**src/rtl/core_pkg.sv**
```systemverilog
// Types and constants shared by the fetch stage and the control unit.
package core_pkg;

  localparam int          INSTR_WIDTH = 32;
  localparam logic [31:0] NOP_INSTR   = 32'h0000_0013;  // addi x0,x0,0
  localparam logic [31:0] RESET_PC    = 32'h0000_0000;

  typedef enum logic [1:0] {
    S_REQ  = 2'd0,
    S_WAIT = 2'd1,
    S_SKID = 2'd2
  } fetch_state_t;

endpackage

```
**src/rtl/fetch_skid_buffer.sv**
```systemverilog
// Single-entry {instr, pc} holding register with push/pop/flush and a full flag.
module fetch_skid_buffer
  import core_pkg::INSTR_WIDTH;
#(
  parameter int ADDR_WIDTH = 32
) (
  input  logic                   clk,
  input  logic                   rst,
  input  logic                   push,
  input  logic                   pop,
  input  logic                   flush,
  input  logic [INSTR_WIDTH-1:0] push_instr,
  input  logic [ADDR_WIDTH-1:0]  push_pc,
  output logic [INSTR_WIDTH-1:0] instr,
  output logic [ADDR_WIDTH-1:0]  pc,
  output logic                   full
);

  logic                   full_q;
  logic [INSTR_WIDTH-1:0] instr_q;
  logic [ADDR_WIDTH-1:0]  pc_q;

  always_ff @(posedge clk) begin
    if (rst)        full_q <= 1'b0;
    else if (flush) full_q <= 1'b0;
    else if (push)  full_q <= 1'b1;
    else if (pop)   full_q <= 1'b0;
  end

  // NOTE: payload registers carry no reset; full_q alone says whether they mean anything.
  always_ff @(posedge clk) begin
    if (push && !flush) begin
      instr_q <= push_instr;
      pc_q    <= push_pc;
    end
  end

  assign instr = instr_q;
  assign pc    = pc_q;
  assign full  = full_q;

endmodule

```
**src/rtl/fetch_unit.sv**
```systemverilog
// Instruction fetch: PC register, single-outstanding imem handshake, decode valid/ready output.
module fetch_unit
  import core_pkg::INSTR_WIDTH;
  import core_pkg::fetch_state_t;
  import core_pkg::S_REQ;
  import core_pkg::S_WAIT;
  import core_pkg::S_SKID;
#(
  parameter int                    ADDR_WIDTH = 32,
  parameter logic [ADDR_WIDTH-1:0] RESET_PC   = ADDR_WIDTH'(core_pkg::RESET_PC),
  parameter logic [INSTR_WIDTH-1:0] NOP_INSTR = core_pkg::NOP_INSTR
) (
  input  logic                   clk,
  input  logic                   rst,
  input  logic                   pc_src_i,
  input  logic [ADDR_WIDTH-1:0]  target_i,
  output logic                   imem_req_o,
  output logic [ADDR_WIDTH-1:0]  imem_addr_o,
  input  logic                   imem_gnt_i,
  input  logic                   imem_rvalid_i,
  input  logic [INSTR_WIDTH-1:0] imem_rdata_i,
  output logic [INSTR_WIDTH-1:0] instr_o,
  output logic [ADDR_WIDTH-1:0]  pc_o,
  output logic [ADDR_WIDTH-1:0]  pc_plus4_o,
  output logic                   instr_valid_o,
  input  logic                   decode_ready_i
);

  localparam logic [ADDR_WIDTH-1:0] PC_STEP = ADDR_WIDTH'(4);
  localparam logic [ADDR_WIDTH-1:0] PC_MASK = ~ADDR_WIDTH'(3);

  fetch_state_t           state_q, state_d;
  logic [ADDR_WIDTH-1:0]  pc_q, pc_d;
  logic                   squash_q, squash_d;
  logic                   out_valid_q;
  logic [INSTR_WIDTH-1:0] out_instr_q;
  logic [ADDR_WIDTH-1:0]  out_pc_q;

  logic                   slot_free;
  logic                   out_load, out_clear;
  logic                   skid_push, skid_pop, skid_flush, skid_full;
  logic [INSTR_WIDTH-1:0] skid_instr;
  logic [ADDR_WIDTH-1:0]  skid_pc;

  assign slot_free = !out_valid_q || decode_ready_i;

  fetch_skid_buffer #(.ADDR_WIDTH(ADDR_WIDTH)) u_skid (
    .clk        (clk),
    .rst        (rst),
    .push       (skid_push),
    .pop        (skid_pop),
    .flush      (skid_flush),
    .push_instr (imem_rdata_i),
    .push_pc    (pc_q),
    .instr      (skid_instr),
    .pc         (skid_pc),
    .full       (skid_full)
  );

  // NOTE: every register here is written with <= so all of them update from pre-edge values.
  always_ff @(posedge clk) begin
    if (rst) begin
      state_q  <= S_REQ;
      pc_q     <= RESET_PC;
      squash_q <= 1'b0;
    end else begin
      state_q  <= state_d;
      pc_q     <= pc_d;
      squash_q <= squash_d;
    end
  end

  always_ff @(posedge clk) begin
    if (rst) begin
      out_valid_q <= 1'b0;
      out_instr_q <= NOP_INSTR;
      out_pc_q    <= RESET_PC;
    end else if (out_clear) begin
      out_valid_q <= 1'b0;
    end else if (out_load) begin
      out_valid_q <= 1'b1;
      out_instr_q <= imem_rdata_i;
      out_pc_q    <= pc_q;
    end else if (skid_pop) begin
      out_valid_q <= 1'b1;
      out_instr_q <= skid_instr;
      out_pc_q    <= skid_pc;
    end else if (out_valid_q && decode_ready_i) begin
      out_valid_q <= 1'b0;
    end
  end

  // NOTE: defaults first so no path through the case leaves a signal unassigned (no latches).
  always_comb begin
    state_d    = state_q;
    pc_d       = pc_q;
    squash_d   = squash_q;
    out_load   = 1'b0;
    out_clear  = 1'b0;
    skid_push  = 1'b0;
    skid_pop   = 1'b0;
    skid_flush = 1'b0;

    if (pc_src_i) begin
      pc_d       = target_i & PC_MASK;
      out_clear  = 1'b1;
      skid_flush = 1'b1;
      if (squash_q) begin
        // A stale response is already being discarded; it completes normally.
        if (imem_rvalid_i) begin
          squash_d = 1'b0;
          state_d  = S_REQ;
        end
      end else if ((state_q == S_WAIT && !imem_rvalid_i) ||
                   (state_q == S_REQ && imem_req_o && imem_gnt_i)) begin
        squash_d = 1'b1;
        state_d  = S_WAIT;
      end else begin
        state_d  = S_REQ;
      end
    end else begin
      unique case (state_q)
        S_REQ: begin
          if (imem_req_o && imem_gnt_i) state_d = S_WAIT;
        end
        S_WAIT: begin
          if (imem_rvalid_i) begin
            if (squash_q) begin
              squash_d = 1'b0;
              state_d  = S_REQ;
            end else if (slot_free) begin
              out_load = 1'b1;
              pc_d     = pc_q + PC_STEP;
              state_d  = S_REQ;
            end else begin
              skid_push = 1'b1;
              pc_d      = pc_q + PC_STEP;
              state_d   = S_SKID;
            end
          end
        end
        S_SKID: begin
          if (slot_free) begin
            skid_pop = 1'b1;
            state_d  = S_REQ;
          end
        end
        default: state_d = S_REQ;
      endcase
    end
  end

  always_comb begin
    imem_req_o    = !rst && (state_q == S_REQ) && (slot_free || !skid_full);
    imem_addr_o   = pc_q;
    instr_valid_o = out_valid_q;
    instr_o       = out_valid_q ? out_instr_q : NOP_INSTR;
    pc_o          = out_pc_q;
    pc_plus4_o    = out_pc_q + PC_STEP;
  end

endmodule

```
**config.mk**
```make
export PLATFORM = sky130hd
export DESIGN_NAME = fetch_unit
export DESIGN_NICKNAME = d
export VERILOG_FILES = /design/src/rtl/core_pkg.sv /design/src/rtl/fetch_skid_buffer.sv /design/src/rtl/fetch_unit.sv
export SDC_FILE = /design/constraint.sdc
export NUM_CORES = 1
export LEC_CHECK = 0
export BUFFER_PORTS_ARGS = -buffer_cell sky130_fd_sc_hd__buf_2
export CORE_MARGIN = 3
export CORE_UTILIZATION = 45
export CTS_BUF_LIST = sky130_fd_sc_hd__clkbuf_8
export CTS_CLUSTER_DIAMETER = 120
export DETAILED_ROUTE_END_ITERATION = 12
export PLACE_DENSITY = 0.8
export SETUP_SLACK_MARGIN = 0.4
export SLEW_MARGIN = 25
export SYNTH_ARGS = -nofsm -noshare
export SYNTH_HDL_FRONTEND = slang
export SYNTH_HIERARCHICAL = 1
export SYNTH_SLANG_ARGS = --single-unit
```
**constraint.sdc**
```tcl
create_clock -name clk -period 5.3 [get_ports clk]
set_input_delay 0.795 -clock clk [delete_from_list [all_inputs] [get_ports clk]]
set_output_delay 0.795 -clock clk [all_outputs]
set_load 0.05 [all_outputs]
```
* Yosys cells after proc, flatten, opt, wreduce, memory -nomap -nowiden *
Cells that the tools add are included.
Widths: inputs -> output; s select.

storage, ports and cells
  word-level logic and storage cells = 93
  bits in registers = 165

cells by class
  reduce and logical (&&, ||, !) cells = 29
  eq/ne operators = 7
  multiplexer cells = 43
  $add $sub $neg = 2
  bitwise operators = 2

operators by type and width
  kind                   number
  $mux 32                9
  $add 32x3->32 const B  2
  $mux 1                 25
  $mux 2                 8
  $ne 3x3->1 const B     3
  $logic_and 1x1->1      8
  $reduce_bool 2->1      4
  $pmux 2 s3             1
  $reduce_and 3->1       2
  $logic_not 1->1        5
  $reduce_and 2->1       2
  $reduce_and 4->1       1
  $reduce_or 2->1        2
  $logic_or 1x1->1       3
  $ne 3x2->1 const B     1
  $reduce_bool 3->1      1
  $eq 2x1->1 const B     1
  $eq 2x2->1 const B     1
  $logic_not 2->1        1
  $ne 2x2->1 const B     1
  $not 1->1              2

* Depth between registers and ports, before layout *
Gate-level depths: netlist (run 1).

  word-level depth = 10
  gate-level depth with buffers = 8
  gate-level depth less buffers = 5

* Cells and area by module *
The synthesis (run 1) kept the hierarchy.

modules (own cells, without submodules)
  module             area an instance (µm²)  instances  cells each
  fetch_unit         5551.6                  1          677
  fetch_skid_buffer  1973.1                  1          69

* Worst setup path after synthesis (run 1) *
OpenSTA, ideal clock, no wires.

  path type = input -> register
  from = in pc_src_i
  to = reg u_skid.instr_q[0] (netlist: u_skid/instr[0]) (enable)
  stages = 6
  arrival time = 4372 ps
  setup slack = 433 ps
  buffers on the path = 2
  data required time = 4805 ps
  cells stage by stage = inv_1 clkbuf_8 clkbuf_1 nand3_1 inv_1 nor2b_1

between the ends
  elaborated cells on any way between the ends = 4
  those cells by class = mux: 2; reduce/logical: 2

RTL lines
  element                 RTL line                 RTL
  start: declaration      fetch_unit.sv:15         input logic pc_src_i,
  $mux 1                  fetch_unit.sv:104        if (pc_src_i) begin
  via skid_push           fetch_unit.sv:41         logic skid_push, skid_pop, skid_flush, skid_full;
  $logic_and 1x1->1       fetch_skid_buffer.sv:32  if (push && !flush) begin
  end signal: assignment  fetch_skid_buffer.sv:33  instr_q <= push_instr;
  end: declaration        fetch_skid_buffer.sv:20  logic [INSTR_WIDTH-1:0] instr_q;

The timed path passes the listed nets, and every way through them passes these cells.
A chain may end at the register's enable or synchronous reset.

* Worst setup path in the final report (run 1) *
  from = reg out_pc_q[2] (netlist: pc_o[2])
  to = out pc_plus4_o[26]

between the ends
  longest elaborated chain between the ends = 1

RTL lines
  element                   RTL line           RTL
  start: declaration        fetch_unit.sv:37   logic [ADDR_WIDTH-1:0] out_pc_q;
  start signal: assignment  fetch_unit.sv:83   out_pc_q <= pc_q;
  start signal: assignment  fetch_unit.sv:87   out_pc_q <= skid_pc;
  $add 32x3->32             fetch_unit.sv:159  pc_plus4_o = out_pc_q + PC_STEP;
  end: declaration          fetch_unit.sv:24   output logic [ADDR_WIDTH-1:0] pc_plus4_o,

Every way passes these cells.

==> Implementation_results.wiki, run 1 <==
{| class="wikitable"
! Metric !! Value
|-
| Startpoint Class || register
|-
| Number of flops mapped to enable cells by yosys || 64
|-
| Wire length per cell after detailed routing || 17.8 um
|-
| Vias in the first global route || 6029
|-
| Kind of capture point of the worst setup path || output port
|-
| Number of sinks handled by clock tree synthesis || 163
|-
| Global router's overall resource usage || 22.0%
|-
| Proportion of register bits with asynchronous set or reset after synthesis || 0%
|-
| Cts hold-fix bufs || 0
|-
| Outcome || finished, final reports clean
|-
| Maximum clock skew at final layout || 10.2 ps
|-
| Total leakage power || 0.00345 uW
|-
| Post-route setup slack || 1620 ps
|-
| Relative contribution of combinational cells to total power || 9.7%
|-
| Wire length reported by the detailed router || 20300 um
|-
| Critical path type || register to output port
|-
| DR DRC count || 0
|-
| Max-cap violations || 0
|-
| Leading area contributor after synthesis || sky130_fd_sc_hd__dfxtp_1
|-
| Detail-routed via count per cell || 5.73
|-
| Yosys cell types || 66
|-
| Register share of total power || 53.5%
|-
| Final core utilization || 55.7%
|-
| Power Density || 286 nW/um2
|-
| Commonest non-fill, non-tap cell in the layout || sky130_fd_sc_hd__buf_2
|-
| Clock share of power || 36.8%
|-
| Unrepaired setup endpoints after global routing || no
|-
| Chip Width || 135 um
|-
| Total area of multi-input combinational cells || 3270 um2
|-
| Core Box Area || 16100 um2
|-
| GR Overflow Total || 0
|-
| Longest Clk Path Bufs || 2
|-
| Buffers and inverters on the worst path || 1
|-
| Buffers on Ports || 195
|-
| Remaining antenna violation count || 0
|-
| FF/Latch Area || 3900 um2
|-
| Maximum number of pins on one net before global-route repair || 93
|-
| Number of buffers inserted during clock tree synthesis || 17
|-
| Post-CTS Resized || 0
|-
| Placement-stage cell area || 8560 um2
|-
| Syn Area/Cell || 10.1 um2
|-
| Routability Congestion || 0.874
|-
| Tightest Hold Check Type || register to register
|-
| First-iteration detailed-routing DRC count || 405
|-
| First drt pass iteration count || 5
|-
| Initial Utilization || 46.7%
|-
| Number of nets in the final layout || 983
|-
| Commonest non-fill, non-tap cells in the layout || sky130_fd_sc_hd__buf_2, sky130_fd_sc_hd__dfxtp_1, sky130_fd_sc_hd__nand3_1
|-
| Deepest level of the CTS H-tree || 4
|-
| Setup Fix Bufs, Post-CTS || 0
|-
| Sequential area share after synthesis || 51.9%
|-
| Crit-path cells || ha_1 -> nand3_1 -> nor4_2 -> nand4_1 -> xnor2_1 -> buf_2
|-
| Worst path top cell family by delay || simple AND/OR/NAND/NOR gates
|-
| TNS Setup || 0 ps
|-
| Final critical delay including setup and external delays || 3680 ps
|-
| Top fanout value on the critical path || 8
|-
| CTS tree || done
|-
| Peak supply drop || 155 uV
|-
| I/O Pins || 200
|-
| Share of post-route cells with drive strength above 1 || 27.2%
|-
| Critical Path RT || 4510 ps
|-
| Synthesis Warnings || 6
|-
| Arr. time, crit path || 2890 ps
|-
| Pins over their slew limit || 0
|-
| Flip-flop and latch count after synthesis || 163
|-
| Number of filler instances in the final layout || 1495
|-
| Switching pwr || 696 uW
|-
| HPWL after DPL || 13200 um
|-
| Layout overhead on the synthesized area || 19.2%
|-
| Max-Slew Margin vs Limit || 27.5%
|-
| First-pass GRT wire length || 32200 um
|-
| Final setup violation count || 0
|-
| Number of cells produced by synthesis || 746
|-
| Worst slack at placement || 1980 ps
|-
| Top-area cell type share of the netlist area || 26.3%
|-
| Final number of hold-violating endpoints || 0
|-
| Worst-Skew Late Latency || 450 ps
|-
| CP peak stage delay || 820 ps
|-
| Final instance area || 8970 um2
|-
| Internal power consumption || 1870 uW
|-
| Root cell of the clock tree || sky130_fd_sc_hd__clkbuf_8
|-
| Switching share of power || 27.1%
|-
| Top flip-flop cell by instance count after synthesis || sky130_fd_sc_hd__dfxtp_1
|-
| Share of the clock period used by the worst path || 69.5%
|-
| Die area || 18300 um2
|-
| Total number of placement rows || 46
|-
| Synthesized area || 7520 um2
|-
| Maximum achievable frequency || 0.271 GHz
|-
| Vias after detailed routing || 6537
|-
| Clk pin slew, worst setup/hold paths || 90 ps
|-
| Actual transition at the worst max-transition pin || 1090 ps
|-
| CP max-delay cell || sky130_fd_sc_hd__nor4_2
|-
| Vertical die dimension || 135 um
|-
| Area contributors post-synth || sky130_fd_sc_hd__dfxtp_1, sky130_fd_sc_hd__edfxtp_1, sky130_fd_sc_hd__a22oi_1
|-
| Number of antenna violations at the first check in global routing || 0
|-
| Antenna Cells || 0
|}
power by group through the flow:
| stage | Clock (uW) | Combinational, uW | Sequential (uW) |
|---|---|---|---|
| after floorplan | 0 | 119 | 1450 |
| after global placement | 0 | 246 | 1400 |
| after detailed placement | 0 | 249 | 1400 |
| after CTS | 961 | 250 | 1370 |
| after global routing | 1010 | 268 | 1380 |
| final | 944 | 249 | 1370 |
layer usage:
layer / GRT usage, % / up-vias / routed length [um]
li1: - / 3137 / -
met1: 30.9 / 3137 / 9160
met2: 35.3 / 245 / 9420
met3: 3.90 / 18 / 1460
met4: 5.99 / 0 / 234
met5: 0 / - / 0
area by class of cell:
| cell class | count | area share (%) |
|---|---|---|
| well taps | 216 | 3.01 |
| clock buffers | 17 | 2.61 |
| flip-flops and latches | 163 | 43.5 |
| repair buffers | 204 | 11.7 |
| multi-input cells | 507 | 36.4 |
| clock inverters | 15 | 2.01 |
| inverters | 18 | 0.753 |
metrics by stage:
stage | power (uW) | hold slack [ps] | cells
finish | 2570 | 455 | 1140
global route | 2660 | 473 | 1140
CTS | 2580 | 456 | 1140
detailed placement | 1650 | 442 | 1108
global placement | 1650 | 437 | 1108
floorplan | 1570 | 429 | 749
cells in the mapped netlist (5+ instances only):
cell                       number
sky130_fd_sc_hd__and2_1        35
sky130_fd_sc_hd__a22oi_1       59
sky130_fd_sc_hd__a221oi_1       6
sky130_fd_sc_hd__nand3_1       86
sky130_fd_sc_hd__a21oi_1       66
sky130_fd_sc_hd__a211oi_1      11
sky130_fd_sc_hd__nor2_1        31
sky130_fd_sc_hd__dfxtp_1       99
sky130_fd_sc_hd__buf_4          5
sky130_fd_sc_hd__nor4_1         5
sky130_fd_sc_hd__a311oi_1       6
sky130_fd_sc_hd__and4_1        11
sky130_fd_sc_hd__nand4_1       21
sky130_fd_sc_hd__nor3_1        12
sky130_fd_sc_hd__inv_1         18
sky130_fd_sc_hd__and3_1        11
sky130_fd_sc_hd__nor4b_1        6
sky130_fd_sc_hd__o21ai_0       14
sky130_fd_sc_hd__edfxtp_1      64
sky130_fd_sc_hd__clkbuf_8       5
sky130_fd_sc_hd__buf_2          6
sky130_fd_sc_hd__nand2_1       20
sky130_fd_sc_hd__clkbuf_1      43
sky130_fd_sc_hd__xor2_1         8
sky130_fd_sc_hd__nor2b_1        7
sky130_fd_sc_hd__xnor2_1       28
sequential cells by signal, summed over array words and instances, names as in the netlist:
register and flops:
out_instr_q 32, pc_o 32, u_skid/instr 32, u_skid/pc 32, imem_addr_o 30, state_q 2
instr_valid_o 1, squash_q 1, u_skid/full 1
cells by family (layout without fill, tap and decap cells):
logic type	after synthesis	after routing	share of synthesized area (%)
AOI/OAI and AO/OA	189	189	16.9
adders and majority gates	2	2	0.333
DFF	163	163	51.9
other	1	4	0.0498
xor gates and xnor gates	36	36	4.19
muxes	2	2	0.266
buffers and inverters	79	254	5.15
and+or+nand+nor	274	274	21.2
worst register-to-register path, cell delays in order (launching register included):
cell                       delay [ps]
sky130_fd_sc_hd__dfxtp_1          530
sky130_fd_sc_hd__and4bb_2         490
sky130_fd_sc_hd__nand3_2          820
sky130_fd_sc_hd__buf_4            550
sky130_fd_sc_hd__nand3_1          120
sky130_fd_sc_hd__a21oi_1           80
final timing paths:
path	start	endpoint	slack (ps)	cells after the start
worst max register to register	state_q[0]	out_instr_q[12]	2550	5
worst min register to register	out_instr_q[0]	out_instr_q[0]	460	2
worst min-delay path	out_instr_q[0]	out_instr_q[0]	460	2
worst max-delay path	pc_o[2]	pc_plus4_o[26]	1620	6
(Power assumes the default switching activity.)
==> run 2, diff against run 1 <==
--- a/config.mk
+++ b/config.mk
@@ -5,13 +5,14 @@
 export SDC_FILE = /design/constraint.sdc
 export NUM_CORES = 1
 export LEC_CHECK = 0
+export ABC_AREA = 1
 export BUFFER_PORTS_ARGS = -buffer_cell sky130_fd_sc_hd__buf_2
 export CORE_MARGIN = 3
 export CORE_UTILIZATION = 45
 export CTS_BUF_LIST = sky130_fd_sc_hd__clkbuf_8
 export CTS_CLUSTER_DIAMETER = 120
 export DETAILED_ROUTE_END_ITERATION = 12
-export PLACE_DENSITY = 0.8
+export PLACE_DENSITY = 0.82
 export SETUP_SLACK_MARGIN = 0.4
 export SLEW_MARGIN = 25
 export SYNTH_ARGS = -nofsm -noshare
==> constraint.sdc (replaced) <==
create_clock -name clk -period 3 [get_ports clk]
set_input_delay 0.45 -clock clk [delete_from_list [all_inputs] [get_ports clk]]
set_output_delay 0.45 -clock clk [all_outputs]
set_load 0.05 [all_outputs]
==> run 2 against run 1 <==
  * Clock skew is 3.2 ps higher
  * Flip-flop and latch count stayed put
  * Sequential power is 76% higher
  * Critical path depth is 1 higher
  * Global-route usage is 1.2 points higher
  * Sequential share of layout area is 3.4 points lower
  * Clock power is 61% higher
  * Cell count is 26% higher
  * First-iteration DRC count is 38% higher
  * Die area is 5.6% higher
  * Core utilization is 0.97 points higher
  * Routed wire length is 13% higher
  * Largest power group unchanged
==> Implementation_results.wiki, run 2 <==
{| class="wikitable"
! Metric !! Value
|-
| Outcome || finished, final reports clean
|-
| Proportion of register bits with asynchronous set or reset after synthesis || 0%
|-
| First-pass GRT wire length || 36600 um
|-
| HPWL after DPL || 16400 um
|-
| Crit Reg-Reg Endpoint || out_instr_q[8]
|-
| Flip-flop and latch count after synthesis || 163
|-
| Number of cells produced by synthesis || 1020
|-
| Wire length reported by the detailed router || 22900 um
|-
| Longest Clk Path Bufs || 2
|-
| CP peak stage delay || 410 ps
|-
| Main combinational cell family by area after synthesis || simple AND/OR/NAND/NOR gates
|-
| DR DRC count || 0
|-
| Maximum clock skew at final layout || 13.4 ps
|-
| Antenna Cells || 0
|-
| Instance count along the most critical hold path || 1
|-
| Synth Area in XOR/XNOR || 4.18%
|-
| Top-area cell type share of the netlist area || 24.9%
|-
| Crit-path cells || inv_1 -> nor3_1 -> nand2_1 -> nor3_1 -> nand3_1 -> xnor2_2 -> clkbuf_4
|-
| Synth Area in Adders || 0.314%
|-
| Unrepaired setup endpoints after global routing || yes
|-
| Number of sinks handled by clock tree synthesis || 163
|-
| Max-cap violations || 0
|-
| Actual transition at the worst max-transition pin || 704 ps
|-
| Synthesis Warnings || 6
|-
| Setup slack on the worst flop-to-flop path || 780 ps
|-
| Yosys cell types || 35
|-
| CP max-delay cell || sky130_fd_sc_hd__dfxtp_1
|-
| Startpoint of the lowest-slack hold path || imem_rdata_i[15]
|-
| First drt pass iteration count || 5
|-
| Vertical die dimension || 139 um
|-
| Detail-routed via count per cell || 5.30
|-
| Kind of capture point of the worst setup path || output port
|-
| Critical path type || register to output port
|-
| Vias in the first global route || 7105
|-
| List of most frequent post-synthesis cells || sky130_fd_sc_hd__nand2_1, sky130_fd_sc_hd__nor2_1, sky130_fd_sc_hd__dfxtp_1
|-
| Commonest non-fill, non-tap cell in the layout || sky130_fd_sc_hd__nand2_1
|-
| Share of the clock period used by the worst path || 84.1%
|-
| Top flip-flop cell by instance count after synthesis || sky130_fd_sc_hd__dfxtp_1
|-
| Buffers on Ports || 195
|-
| Number of buffers inserted during clock tree synthesis || 17
|-
| Vias after detailed routing || 7642
|-
| Wire length per cell after detailed routing || 15.9 um
|-
| Core Box Area || 17300 um2
|-
| Maximum achievable frequency || 0.396 GHz
|-
| Worst reg-to-reg path cell count || 8
|-
| Pins over their slew limit || 0
|-
| Leading area contributor after synthesis || sky130_fd_sc_hd__dfxtp_1
|-
| Final number of hold-violating endpoints || 0
|-
| Root cell of the clock tree || sky130_fd_sc_hd__clkbuf_8
|-
| Max-Slew Margin vs Limit || 53.0%
|-
| Layout overhead on the synthesized area || 22.9%
|-
| Syn Area/Cell || 7.81 um2
|-
| Chip Width || 139 um
|-
| Most instantiated library cell after synthesis || sky130_fd_sc_hd__nand2_1
|-
| CTS tree || done
|-
| Peak supply drop || 288 uV
|-
| Critical Path RT || 2550 ps
|-
| Total number of placement rows || 48
|-
| RR Startpoint || instr_valid_o
|-
| Commonest non-fill, non-tap cells in the layout || sky130_fd_sc_hd__nand2_1, sky130_fd_sc_hd__buf_2, sky130_fd_sc_hd__nor2_1
|-
| Worst-Skew Late Latency || 450 ps
|-
| Routability Congestion || 0.874
|-
| Worst slack at placement || 370 ps
|-
| Maximum number of pins on one net before global-route repair || 65
|-
| Number of antenna violations at the first check in global routing || 0
|-
| Area contributors post-synth || sky130_fd_sc_hd__dfxtp_1, sky130_fd_sc_hd__edfxtp_1, sky130_fd_sc_hd__nand2_1
|-
| Startpoint Class || register
|-
| Die area || 19300 um2
|-
| Deepest level of the CTS H-tree || 4
|-
| Number of nets in the final layout || 1276
|-
| Total leakage power || 0.00419 uW
|-
| First-iteration detailed-routing DRC count || 560
|-
| Final critical delay including setup and external delays || 2520 ps
|-
| Final setup violation count || 0
|-
| Post-route setup slack || 478 ps
|-
| Arr. time, crit path || 2070 ps
|-
| Global router's overall resource usage || 23.2%
|-
| Share of post-route cells with drive strength above 1 || 27.4%
|-
| Top fanout value on the critical path || 4
|-
| Post-Synth Simple-Gate Area || 28.1%
|-
| Sequential area share after synthesis || 49.0%
|-
| Synthesized area || 7970 um2
|-
| Remaining antenna violation count || 0
|-
| Area fraction in compound gates after synthesis || 9.96%
|-
| Power Density || 450 nW/um2
|-
| Number of flops mapped to enable cells by yosys || 64
|-
| I/O Pins || 200
|-
| Proportion of synthesized area in mux cells || 0%
|-
| Tightest Hold Check Type || primary input to register
|-
| GR Overflow Total || 0
|-
| Clk pin slew, worst setup/hold paths || 90 ps
|-
| Endpoint of the worst hold path || u_skid/instr[15]
|-
| TNS Setup || 0 ps
|-
| Cell type with the highest occurrence count on the critical path || sky130_fd_sc_hd__nor3_1
|-
| Initial Utilization || 46.1%
|}
==> run 2: timing repair <==
action	CTS	global route
hold endpoints to repair	0	0
hold buffers	0	0
gates resized for setup	46	23
pin swaps	3	7
buffers inserted	7	0
endpoints found under the setup margin	16	12
==> run 2: per-layer routing <==
layer  wire length (um)  global-route usage [%]  vias to the layer above  part of all wire, %
met3               2020                    4.07                       40                  8.8
met4                520                    8.19                        0                  2.3
met5                  0                       0                        -                    0
met1              10000                    32.5                     3494                   44
met2              10300                    36.3                      404                   45
li1                   -                       -                     3704                    -
==> run 2: cell type report <==
cell class	instances	area (um2)
inverter	99	377
fill	1584	7500
timing repair buffer	213	1160
tap	225	282
clock inverter	15	133
sequential	163	3930
multi-input combinational	710	3680
clock buffer	17	234
==> run 2: worst max path at each step <==
stage,start,endpoint,slack (ps),cells after the start
global route,pc_o[10],pc_plus4_o[26],390,7
detailed placement,pc_o[2],pc_plus4_o[22],370,12
global placement,pc_o[2],pc_plus4_o[22],410,12
CTS,pc_o[13],pc_plus4_o[25],410,8
finish,pc_o[10],pc_plus4_o[26],480,7
floorplan,pc_o[2],pc_plus4_o[22],280,11
==> run 2: where the power goes <==
part | total (uW) | internal [uW] | switching (uW)
Sequential | 2410 | 2340 | 72.6
Clock | 1520 | 661 | 857
Combinational | 471 | 131 | 340
==> run 2: critical path, delay by kind of cell, from the launching register on <==
family | cells | cell delay (ps)
xor+xnor | 1 | 140
buf+inv | 2 | 370
flops | 1 | 410
simple gates | 4 | 710
==> run 2: cells by family after synthesis <==
family          Yosys count
compound gates          138
other cells               1
fa+ha+maj                 2
xor+xnor                 38
simple gates            528
flops                   163
buf+inv                 150
==> run 2: through the flow <==
| step | util [%] | hold slack [ps] | cells | total power [uW] | cell area [um2] |
|---|---|---|---|---|---|
| after floorplan | - | 424 | 1023 | 2780 | 8120 |
| after global routing | 56.6 | 158 | 1442 | 4570 | 9790 |
| final | 56.6 | 189 | 1442 | 4400 | 9790 |
| after detailed placement | 53.0 | 441 | 1403 | 2930 | 9170 |
| after CTS | 56.3 | 161 | 1442 | 4430 | 9730 |
| after global placement | 53.0 | 436 | 1403 | 2920 | 9170 |
==> run 3, diff against run 2 <==
--- a/config.mk
+++ b/config.mk
@@ -5,14 +5,14 @@
 export SDC_FILE = /design/constraint.sdc
 export NUM_CORES = 1
 export LEC_CHECK = 0
-export ABC_AREA = 1
+export ABC_AREA = 0
 export BUFFER_PORTS_ARGS = -buffer_cell sky130_fd_sc_hd__buf_2
 export CORE_MARGIN = 3
 export CORE_UTILIZATION = 45
 export CTS_BUF_LIST = sky130_fd_sc_hd__clkbuf_8
 export CTS_CLUSTER_DIAMETER = 120
 export DETAILED_ROUTE_END_ITERATION = 12
-export PLACE_DENSITY = 0.82
+export PLACE_DENSITY = 0.8
 export SETUP_SLACK_MARGIN = 0.4
 export SLEW_MARGIN = 25
 export SYNTH_ARGS = -nofsm -noshare
==> constraint.sdc (replaced) <==
create_clock -name clk -period 2.5 [get_ports clk]
set_input_delay 0.375 -clock clk [delete_from_list [all_inputs] [get_ports clk]]
set_output_delay 0.375 -clock clk [all_outputs]
set_load 0.05 [all_outputs]
==> run 3 against run 2 <==
  * Core utilization increased by 6.6 points
  * Worst setup slack got worse by 470 ps
  * Combinational power increased by 21%
  * Count of clock-buffer cells in the layout increased by 1
  * Routed wire length decreased by 6.2%
  * Sequential power increased by 20%
  * Cell area increased by 4.0%
  * Sequential share of layout area decreased by 1.0 points
  * Largest cell class unchanged
  * Largest power group unchanged
  * Highest routed layer unchanged
==> Implementation_results.wiki, run 3 (same netlist as run 1, synthesis figures left out) <==
{| class="wikitable"
! Metric !! Value
|-
| Outcome || finished, final reports clean
|-
| I/O Pins || 200
|-
| Kind of capture point of the worst setup path || output port
|-
| Peak supply drop || 308 uV
|-
| Startpoint Class || register
|-
| Vertical die dimension || 135 um
|-
| Post-route setup slack || 7.20 ps
|-
| HPWL after DPL || 13800 um
|-
| Wire length on met3 || 1060 um
|-
| Share of the clock period used by the worst path || 99.7%
|-
| Register share of total power || 55.8%
|-
| Remaining antenna violation count || 0
|-
| Vias after detailed routing || 6783
|-
| Initial Utilization || 46.7%
|-
| Routed length on met1 || 9270 um
|-
| Longest Clk Path Bufs || 2
|-
| Internal power consumption || 3710 uW
|-
| Detail-routed via count per cell || 5.72
|-
| Wire length reported by the detailed router || 21500 um
|-
| Deepest level of the CTS H-tree || 4
|-
| Number of sinks handled by clock tree synthesis || 163
|-
| Global router's overall resource usage || 22.2%
|-
| Cts hold-fix bufs || 0
|-
| Maximum clock skew at final layout || 17.1 ps
|-
| DR DRC count || 0
|-
| Final number of hold-violating endpoints || 0
|-
| Number of antenna violations at the first check in global routing || 0
|-
| Cell type with the highest occurrence count on the critical path || sky130_fd_sc_hd__buf_6
|-
| Max-Slew Margin vs Limit || 57.4%
|-
| Power Density || 511 nW/um2
|-
| CTS tree || done
|-
| CP max-delay cell || sky130_fd_sc_hd__dfxtp_4
|-
| GR Overflow Total || 0
|-
| First drt pass iteration count || 5
|-
| Maximum number of pins on one net before global-route repair || 66
|-
| Share of post-route cells with drive strength above 1 || 39.4%
|-
| Number of nets in the final layout || 1028
|-
| Routability Congestion || 0.823
|-
| Buffers on Ports || 195
|-
| Wire length per cell after detailed routing || 18.1 um
|-
| Final setup violation count || 0
|-
| Unrepaired setup endpoints after global routing || yes
|-
| Layout overhead on the synthesized area || 35.4%
|-
| Commonest non-fill, non-tap cells in the layout || sky130_fd_sc_hd__buf_2, sky130_fd_sc_hd__nand3_1, sky130_fd_sc_hd__a21oi_1
|-
| Commonest non-fill, non-tap cell in the layout || sky130_fd_sc_hd__buf_2
|-
| Overall power after layout || 5210 uW
|-
| Critical path type || register to output port
|-
| Actual transition at the worst max-transition pin || 638 ps
|-
| Arr. time, crit path || 2120 ps
|-
| Worst-Skew Late Latency || 450 ps
|-
| Tightest Hold Check Type || primary input to register
|-
| Die area || 18300 um2
|-
| Clock share of power || 33.2%
|-
| CP peak stage delay || 360 ps
|-
| First-pass GRT wire length || 32600 um
|-
| Root cell of the clock tree || sky130_fd_sc_hd__clkbuf_8
|-
| Critical Path RT || 2120 ps
|-
| Clk pin slew, worst setup/hold paths || 90 ps
|-
| Core Box Area || 16100 um2
|-
| Max-cap violations || 0
|-
| Maximum achievable frequency || 0.401 GHz
|-
| Antenna Cells || 0
|-
| Switching share of power || 28.7%
|-
| Top layer in use || met4
|-
| Worst slack at placement || 225 ps
|-
| First-iteration detailed-routing DRC count || 573
|-
| Switching pwr || 1490 uW
|-
| Relative contribution of combinational cells to total power || 11.0%
|-
| Total leakage power || 0.00397 uW
|-
| Final critical delay including setup and external delays || 2490 ps
|-
| Crit-path cells || nand4_1 -> buf_6 -> nor4_4 -> buf_6 -> nand4_1 -> xnor2_4 -> buf_6
|-
| Total number of placement rows || 46
|-
| Vias in the first global route || 6266
|-
| Pins over their slew limit || 0
|-
| Top fanout value on the critical path || 8
|-
| Chip Width || 135 um
|-
| Detailed route wirelength on metal2 || 10600 um
|-
| Number of buffers inserted during clock tree synthesis || 17
|}
run 3: cell count changes in the layout (fill, tap and decap cells not counted), moves of 30 or more:
cell                      before  now
sky130_fd_sc_hd__nand2_1     283   19
sky130_fd_sc_hd__and2_1        0   34
sky130_fd_sc_hd__inv_1        89   16
sky130_fd_sc_hd__a22oi_1      12   59
sky130_fd_sc_hd__nor2_1       95   28
sky130_fd_sc_hd__buf_6         4   34
sky130_fd_sc_hd__a31oi_1      43    0
run 3: through the flow:
| stage | instances | instance area [um2] | setup TNS [ps] | hold WS, ps | util (%) |
|---|---|---|---|---|---|
| finish | 1185 | 10200 | 0 | 113 | 63.2 |
| detailed placement | 1118 | 9150 | 0 | 441 | 56.8 |
| floorplan | 749 | 8020 | 0 | 429 | - |
| CTS | 1172 | 9900 | 0 | 92.8 | 61.4 |
| global placement | 1118 | 9150 | 0 | 439 | 56.8 |
| global route | 1185 | 10200 | -516 | 87.2 | 63.2 |
run 3: worst paths after layout:
| kind | cells after the start | endpoint | slack, ps | from |
|---|---|---|---|---|
| max | 7 | pc_plus4_o[26] | 7 | pc_o[9] |
| min | 1 | u_skid/instr[7] | 110 | imem_rdata_i[7] |
| max reg2reg | 4 | imem_addr_o[19] | 530 | imem_addr_o[11] |
| min reg2reg | 2 | out_instr_q[4] | 450 | out_instr_q[4] |
run 3: area by class of cell:
class | instances | area [um2]
clock buffers | 18 | 248
clock inverters | 14 | 104
fillers | 1275 | 5930
inverters | 18 | 67.6
multi-input cells | 507 | 3850
flip-flops and latches | 163 | 3980
well taps | 216 | 270
repair buffers | 249 | 1660
run 3: per-layer routing:
metal  up-vias  global-route usage [%]
li1       3241                       -
met1      3289                    29.7
met2       215                    36.3
met3        38                    4.64
met4         0                    7.28
met5         -                       0
run 3: worst max-delay path, delay by kind of cell (launching register included):
family	cells	cell delay, ps
xor+xnor	1	200
buf+inv	3	510
flops	1	360
simple gates	3	590
run 3: power groups by stage:
stage	registers [uW]	logic, uW	clock network [uW]
detailed placement	2970	550	0
floorplan	3070	259	0
CTS	2900	562	1760
finish	2900	572	1730
global placement	2960	545	0
global route	2920	613	1870
run 3: repair_timing:
item	4_1_cts	5_1_grt
buffers inserted	22	13
resized for setup	64	41
endpoints found under the setup margin	25	101
pin swaps	12	13
